## src/rtl/test_rd_ctrl_chk_prbs.sv

```systemverilog
// PRBS15 (x^15 + x^14 + 1) generator producing 64 fresh bits per advance.
// Used by test_rd_ctrl_chk only when RD_PRBS_CHK_EN is defined.
module prbs15_64bit_v1_0 (
  input  logic        clk,
  input  logic        rst_n,
  input  logic        load,
  input  logic [15:0] seed,
  input  logic        advance,
  output logic [63:0] prbs_dout
);

  logic [14:0] lfsr;
  logic [14:0] lfsr_next;

  // Run the LFSR 64 steps: low 15 bits are the next state, upper 64 the output bits
  function automatic logic [78:0] step64(input logic [14:0] s_in);
    logic [14:0] s;
    logic [63:0] d;
    logic        fb;
    s = s_in;
    d = '0;
    for (int unsigned k = 0; k < 64; k++) begin
      fb   = s[14] ^ s[13];
      d[k] = fb;
      s    = {s[13:0], fb};
    end
    return {d, s};
  endfunction

  // Output bits for the current beat and the state after it
  always_comb begin
    {prbs_dout, lfsr_next} = step64(lfsr);
  end

  // Seed on load (a zero seed would lock up, so bit 0 is forced then), advance per beat
  always_ff @(posedge clk or negedge rst_n) begin
    if (!rst_n) begin
      lfsr <= 15'h1;
    end else if (load) begin
      lfsr <= (seed[14:0] == '0) ? {seed[15], 13'b0, 1'b1} : seed[14:0];
    end else if (advance) begin
      lfsr <= lfsr_next;
    end
  end

endmodule

```

## config.mk

```make
export PLATFORM = sky130hd
export DESIGN_NAME = prbs15_64bit_v1_0
export DESIGN_NICKNAME = d
export VERILOG_FILES = /design/src/rtl/test_rd_ctrl_chk_prbs.sv
export SDC_FILE = /design/constraint.sdc
export NUM_CORES = 1
export LEC_CHECK = 0
export ABC_CLOCK_PERIOD_IN_PS = 1580
export BUFFER_PORTS_ARGS = -buffer_cell sky130_fd_sc_hd__buf_4
export CORE_ASPECT_RATIO = 2
export CORE_MARGIN = 4
export CORE_UTILIZATION = 45
export DETAILED_ROUTE_END_ITERATION = 12
export GPL_TIMING_DRIVEN = 0
export HOLD_SLACK_MARGIN = 0.06
export PLACE_DENSITY_LB_ADDON = 0.15
export SLEW_MARGIN = 0
export SYNTH_ARGS = -nofsm -noshare
export SYNTH_HDL_FRONTEND = slang
export SYNTH_SLANG_ARGS = --single-unit
```

## constraint.sdc

```tcl
create_clock -name clk -period 1.58 [get_ports clk]
set_input_delay 0.316 -clock clk [delete_from_list [all_inputs] [get_ports clk]]
set_output_delay 0.316 -clock clk [all_outputs]
set_load 0.01 [all_outputs]
```

==> results of run 1 <==
-- stage by stage --
| stage | setup WS (ps) | util |
|---|---|---|
| 2_1_floorplan | 21.8 | - |
| 3_3_place_gp | -90.6 | 0.674 |
| 3_5_place_dp | -106 | 0.674 |
| 4_1_cts | -198 | 0.890 |
-- cells in the mapped netlist (all sizes together) (2+ instances only) --
library cell / n
or4: 2
xnor2: 16
o21ai: 13
mux2i: 13
inv: 5
xor2: 49
dfrtp: 14
nand2: 13
clkbuf: 3
nor2: 2
buf: 16
-- repair_timing --
action,in CTS
hold buffers,1
gates cloned,0
setup buffers,30
hold endpoints to repair,14
setup endpoints to repair,40
pin swaps,23
gates resized for setup,63
-- cell families after synthesis --
kind of cell / after synthesis
compound gates: 17
flops: 15
xor+xnor: 65
buf+inv: 24
mux: 13
simple gates: 22
==> summary.md, run 1 <==
| Metric | Value |
|---|---|
| Status | aborted with a tool error |
| Last stage | 5_1_grt |
| First Err | [ERROR DPL-0038] Utilization greater than 100%, impossible to legalize |
| Largest net degree at the start of global routing | 16 |
| Detail Placement HPWL | 3380 µm |
| Die width | 48.7 µm |
| Synth Area in Compound Gates | 0.0638 |
| Mapped Area | 1490 µm² |
| Row cnt | 29 |
| IO buf count | 82 |
| TritonCTS Buffers | 3 |
| Sequential area share after synthesis | 0.253 |
| Unique masters post-synth | 25 |
| Initial Util | 0.467 |
| Ys flop type | dfrtp_1 |
| Fraction of synthesized area in multiplexers | 0.0872 |
| Synth Net Count | 176 |
| Leading area contributor after synthesis | xor2_1 |
| Syn avg cell area | 9.56 µm² |
| Clock sinks | 15 |
| Asr flop ratio synth | 1.00 |
| Number of synthesized register bits | 15 |
| Synth Instances | 156 |
| Xor and xnor area share after synthesis | 0.442 |
| # IOs | 84 |
| GPL Wtd Cong | 0.754 |
| Post-synth EDFFs | 0 |
| Synth area leaders | xor2_1, dfrtp_1, xnor2_1 |
| Placed insts | 269 |
| Adder-cell share of the synthesized area | 0 |
| GR repair worst EP | prbs_dout[56] |
| Placed cell area | 2150 µm² |
| Die Y | 89.4 µm |
| Worst endpoint type | primary output |
| H-tree Lvls | 1 |
| Simple-gate share of the synthesized area | 0.0705 |
| Top cell type's share of synthesized area | 0.253 |
| Clock Path Buffers | 2 |
| Largest family of logic cells by synthesized area | XOR/XNOR gates |
| Yosys warns | 0 |
| Clock root cell | clkbuf_8 |
==> inputs of run 2 (changes only) <==
--- a/config.mk
+++ b/config.mk
@@ -7,12 +7,10 @@
 export LEC_CHECK = 0
 export ABC_CLOCK_PERIOD_IN_PS = 1580
 export BUFFER_PORTS_ARGS = -buffer_cell sky130_fd_sc_hd__buf_4
-export CORE_ASPECT_RATIO = 2
 export CORE_MARGIN = 4
-export CORE_UTILIZATION = 45
+export CORE_UTILIZATION = 35
 export DETAILED_ROUTE_END_ITERATION = 12
 export GPL_TIMING_DRIVEN = 0
-export HOLD_SLACK_MARGIN = 0.06
 export PLACE_DENSITY_LB_ADDON = 0.15
 export SLEW_MARGIN = 0
 export SYNTH_ARGS = -nofsm -noshare
==> run 2 against run 1 <==
  * The flow now finishes, with violations (negative setup slack)
  * Synthesized area unchanged
  * Synthesized cell count unchanged
==> summary.md, run 2 <==
| Metric | Value |
|---|---|
| RSZ-0062 raised after global routing | true |
| Row cnt | 23 |
| Slew HR | 0.677 |
| Final cell count without fillers | 346 |
| Core area | 4060 µm² |
| Nets | 317 |
| Asr flop ratio synth | 1.00 |
| Vias in the first global route | 1686 |
| Antenna violations before repair | 0 |
| Routed WL | 6840 µm |
| Leakage | 1.60 nW |
| CP max stage delay | 370 ps |
| Most common cell after layout, fill and taps aside | buf_4 |
| Maximum clock frequency | 536 MHz |
| P&R area growth vs syn | 129% |
| Period utilization | 1.18 |
| Synth area leaders | xor2_1, dfrtp_1, xnor2_1 |
| Clock Path Buffers | 2 |
| DRC errors left | 0 |
| Largest register FFs | 15 |
| GPL Wtd Cong | 0.788 |
| Clk_skew | 2.14 ps |
| CTS tree | built |
| Most frequent cell after synthesis | xor2_1 |
| First-pass GRT wire length | 8710 µm |
| Hold WC Path Type | in2reg |
| P per Cell Area | 1910 nW/µm² |
| GR Overflow Total | 0 |
| CP max stage cell | dfrtp_1 |
| Design area | 3420 µm² |
| H-tree Lvls | 1 |
| # IOs | 84 |
| Delay-heaviest family, CP | buffers and inverters |
| CP startpoint kind | flip-flop |
| Via/cell ratio | 4.99 |
| Max Transition Viols Final | 0 |
| Largest net degree at the start of global routing | 16 |
| Synth Net Count | 176 |
| CP endpoint kind | output port |
| Worst Path Arrival | 1550 ps |
| Total power | 6.51 mW |
| GRT Total Usage | 0.215 |
| Die Y | 73.3 µm |
| Placed insts | 288 |
| Crit-path cells | buf_6 > buf_12 > xor2_4 > buf_4 > xor2_1 > buf_4 |
| Clk slew on worst S/H paths | 70 ps |
| Initial Util | 0.368 |
| DR vias | 1727 |
| Endpoints failing hold | 0 |
| DRT Pass-1 Iters | 4 |
| Worst path bufs/invs | 4 |
| Min Tclk post-route | 1860 ps |
| Sequential area share after synthesis | 0.253 |
| DR WL/cell | 19.8 µm |
| Detailed Route Iter0 Violations | 67 |
| Die width | 73.3 µm |
| Layout cells sized above 1 | 0.696 |
| Most instantiated cells after synthesis | xor2_1, xnor2_1, dfrtp_1 |
| Final core utilization | 0.842 |
| Yosys warns | 0 |
| Post-synth EDFFs | 0 |
| Biggest regs | lfsr (15) |
| Failing checks | negative setup slack |
| TritonCTS Buffers | 3 |
| IO buf count | 82 |
| Critical Path RT | 1260 ps |
| Max-cap viol count | 0 |
| Clock latency at the later pin of the worst-skew pair | 250 ps |
| N_diodes | 0 |
| Slew @ Worst Pin | 484 ps |
| Unique masters post-synth | 25 |
| Synth Instances | 156 |
| Number of synthesized register bits | 15 |
| Top cell type's share of synthesized area | 0.253 |
| Status | complete, but fails checks |
| Detail Placement HPWL | 3550 µm |
| Crit Path Category | reg2out |
| Placed cell area | 2180 µm² |
| Clock sinks | 15 |
| Leading area contributor after synthesis | xor2_1 |
| Most frequent cells in the layout | buf_4, buf_6, xor2_1, xor2_2, xor2_4 |
| CP max FO | 4 |
| Syn avg cell area | 9.56 µm² |
| Final setup violation count | 56 |
| Most common cell on crit path | buf_4 |
| Clock root cell | clkbuf_8 |
| Die footprint | 5370 µm² |
| Peak VDD IR | 1.05 mV |
| Top reg by flops | lfsr |
| Mapped Area | 1490 µm² |
| Final WS setup | -284 ps |
| Ys flop type | dfrtp_1 |
| Antenna-violating nets left | 0 |
run 2: layer usage:
layer,global-route usage,routed length (µm),up-vias
met5,0,0,-
met4,0.0881,158,0
met3,0.0274,406,16
met2,0.386,3640,88
met1,0.256,2630,867
li1,-,-,756
run 2: timing repair:
item / in CTS / in global routing
gates resized for setup: 76 / 62
setup buffers: 34 / 25
pin swaps: 29 / 25
setup endpoints to repair: 41 / 58
hold endpoints to repair: 14 / 0
hold buffers: 1 / 0
run 2: path summary, 6_finish.rpt:
path                                from            end  slack (ps)  cells past startpoint
worst max-delay path            lfsr[13]  prbs_dout[31]        -280                      6
min in group asynchronous          rst_n        lfsr[3]         440                      2
worst min-delay path             seed[8]        lfsr[8]         280                      3
worst max register to register  lfsr[11]        lfsr[5]         -60                      8
worst min register to register   lfsr[5]        lfsr[5]         770                      3
max in group asynchronous          rst_n        lfsr[0]         890                      2
run 2: kinds of logic (layout without fill, tap and decap cells):
group	Yosys count	in the layout	synth area share
xor gates and xnor gates	65	65	0.442
DFF	15	15	0.253
AOI/OAI and AO/OA	17	17	0.0638
buffers and inverters	24	164	0.0839
and+or+nand+nor	22	22	0.0705
muxes	13	13	0.0872
run 2: cell type report:
cell class                      instances  area (µm²)
Multi-Input combinational cell        117        1470
Timing Repair Buffer                  137        1250
Fill cell                             203         639
Sequential cell                        15         378
Buffer                                 18         189
Tap cell                               50        62.6
Clock buffer                            3        41.3
Inverter                                5        18.8
Clock inverter                          1        5.00
run 2: worst min-delay path, delay by kind of cell:
| kind | cells | cell delay (ps) |
|---|---|---|
| buffers and inverters | 1 | 80 |
| AOI/OAI and AO/OA | 1 | 60 |
| and+or+nand+nor | 1 | 40 |
run 2: power breakdown:
part           total [mW]  internal, mW  switching [mW]
Clock               0.330         0.175           0.155
Combinational        5.63          3.08            2.55
Sequential          0.550         0.470          0.0803
run 2: through the flow:
stage,TNS [ps],setup WS [ps],hold WS (ps)
after detailed placement,-509,-100,183
after floorplan,0,21.8,20.4
after global placement,-464,-102,182
after global routing,-9520,-330,273
after CTS,-3540,-222,273
final,-6820,-284,277
Power figures use the tool's default switching activity.
==> inputs of run 3 (changes only) <==
--- a/config.mk
+++ b/config.mk
@@ -11,7 +11,7 @@
 export CORE_UTILIZATION = 35
 export DETAILED_ROUTE_END_ITERATION = 12
 export GPL_TIMING_DRIVEN = 0
-export PLACE_DENSITY_LB_ADDON = 0.15
+export PLACE_DENSITY = 0.71
 export SLEW_MARGIN = 0
 export SYNTH_ARGS = -nofsm -noshare
 export SYNTH_HDL_FRONTEND = slang
==> run 3 against run 2 <==
  * The flow still finishes with violations (negative setup slack)
  * Utilization down 0.96 points
  * Final area is 1.1% lower
  * First-iteration DRC count down 30%
  * Highest routed layer unchanged
  * Register-to-register slack gained 30 ps
  * Final cell count grew 2.0%
==> summary.md, run 3 (same netlist as run 2, synthesis figures left out) <==
| Metric | Value |
|---|---|
| Status | complete, but fails checks |
| Failing checks | negative setup slack |
| Most common cell after layout, fill and taps aside | buf_4 |
| Peak VDD IR | 0.755 mV |
| RSZ-0062 raised after global routing | true |
| Clock sinks | 15 |
| Worst Path Arrival | 1530 ps |
| Hold Worst Slack | 285 ps |
| Most frequent cells in the layout | buf_4, buf_6, xor2_1 |
| GR Overflow Total | 0 |
| DRT Pass-1 Iters | 4 |
| Clock latency at the later pin of the worst-skew pair | 250 ps |
| Period utilization | 1.17 |
| Row cnt | 23 |
| Detail Placement HPWL | 3550 µm |
| Final setup violation count | 51 |
| Core area | 4060 µm² |
| # IOs | 84 |
| Hold WC Path Type | in2reg |
| Die width | 73.3 µm |
| GRT Total Usage | 0.203 |
| IO buf count | 82 |
| Biggest regs | lfsr (15) |
| Nets | 324 |
| Endpoints failing hold | 0 |
| Routed WL | 7040 µm |
| Placed cell area | 2180 µm² |
| GRT Max-Usage Layer | met2 |
| Clock root cell | clkbuf_8 |
| Final WS setup | -268 ps |
| Design area | 3380 µm² |
| CP max FO | 3 |
| Max Transition Viols Final | 0 |
| GPL Wtd Cong | 0.772 |
| Initial Util | 0.368 |
| Clk_skew | 6.32 ps |
| Met2 Use GR | 0.368 |
| Largest net degree at the start of global routing | 16 |
| Max-cap viol count | 0 |
| Met1 Resource Use GR | 0.236 |
| H-tree Lvls | 1 |
| Largest register FFs | 15 |
| Maximum clock frequency | 541 MHz |
| Top reg by flops | lfsr |
| Met3 GRT Util | 0.0383 |
| Slew @ Worst Pin | 547 ps |
| Min Tclk post-route | 1850 ps |
| CP startpoint kind | flip-flop |
| Clk slew on worst S/H paths | 60 ps |
| First-pass GRT wire length | 8160 µm |
| Via/cell ratio | 4.93 |
| Crit Path Category | reg2out |
| P&R area growth vs syn | 127% |
| Vias in the first global route | 1677 |
| Antenna-violating nets left | 0 |
| CP endpoint kind | output port |
| Layout cells sized above 1 | 0.683 |
| TritonCTS Buffers | 3 |
| P per Cell Area | 1910 nW/µm² |
| Die footprint | 5370 µm² |
| DR WL/cell | 19.9 µm |
| Critical Path RT | 1260 ps |
| N_diodes | 0 |
| Die Y | 73.3 µm |
| Antenna violations before repair | 0 |
| CTS tree | built |
| Slew HR | 0.636 |
| Clock Path Buffers | 2 |
| Detailed Route Iter0 Violations | 47 |
| DRC errors left | 0 |
| DR vias | 1740 |
| Leakage | 1.62 nW |
## run 3: cell types whose count changed in the layout (fill, tap and decap cells not counted), moves of 2 or more
cell	before	now
buf_12	7	4
buf_6	45	49
xor2_2	16	12
xor2_1	19	24
xnor2_2	6	10
o21ai_0	7	9
buf_4	92	98
o21ai_1	6	4
xnor2_4	7	4
## run 3: final cells by class
type	instances	area (µm²)
fill	211	678
clock buffer	4	45.0
inverter	5	18.8
tap	50	62.6
multi-input combinational	117	1400
timing repair buffer	144	1280
buffer	18	191
sequential	15	378
## run 3: critical path, cell delays in order (launching register included)
cell and delay (ps):
dfrtp_1 370, buf_6 140, buf_4 130, buf_6 120
xor2_2 180, xnor2_1 180, buf_4 150
## run 3: path summary, 6_finish.rpt
check / from / to / slack (ps) / cells after the start
min in group asynchronous: rst_n / lfsr[8] / 460 / 2
min reg2reg: lfsr[4] / lfsr[4] / 800 / 3
max: lfsr[13] / prbs_dout[44] / -270 / 6
max reg2reg: lfsr[7] / lfsr[0] / -30 / 7
max in group asynchronous: rst_n / lfsr[0] / 870 / 2
min: seed[12] / lfsr[12] / 290 / 3
## run 3: what timing repair did
item	in CTS	in global routing
pin swaps	27	30
buffers inserted	36	29
hold endpoints to repair	14	0
hold buffers	1	0
gates resized for setup	65	58
cloned	0	0
setup endpoints to repair	41	56
## run 3: metal layers
metal	share of wire	wire [µm]
met2	0.50	3500
met5	0	0
met4	0.029	203
met3	0.068	482
met1	0.40	2850
## run 3: where the power goes
| part | switching (mW) | leakage, nW | internal, mW |
|---|---|---|---|
| clock | 0.131 | 0.0228 | 0.179 |
| combinational | 2.54 | 1.42 | 3.05 |
| sequential | 0.0813 | 0.178 | 0.471 |
## run 3: through the flow
stage	cells	util	TNS (ps)	setup slack, ps	power (mW)
CTS	328	0.714	-3490	-253	5.37
global route	353	0.833	-8750	-350	6.75
floorplan	156	-	0	21.8	2.32
detailed placement	288	0.537	-738	-142	4.02
finish	353	0.833	-5820	-268	6.45
global placement	288	0.537	-591	-134	3.98
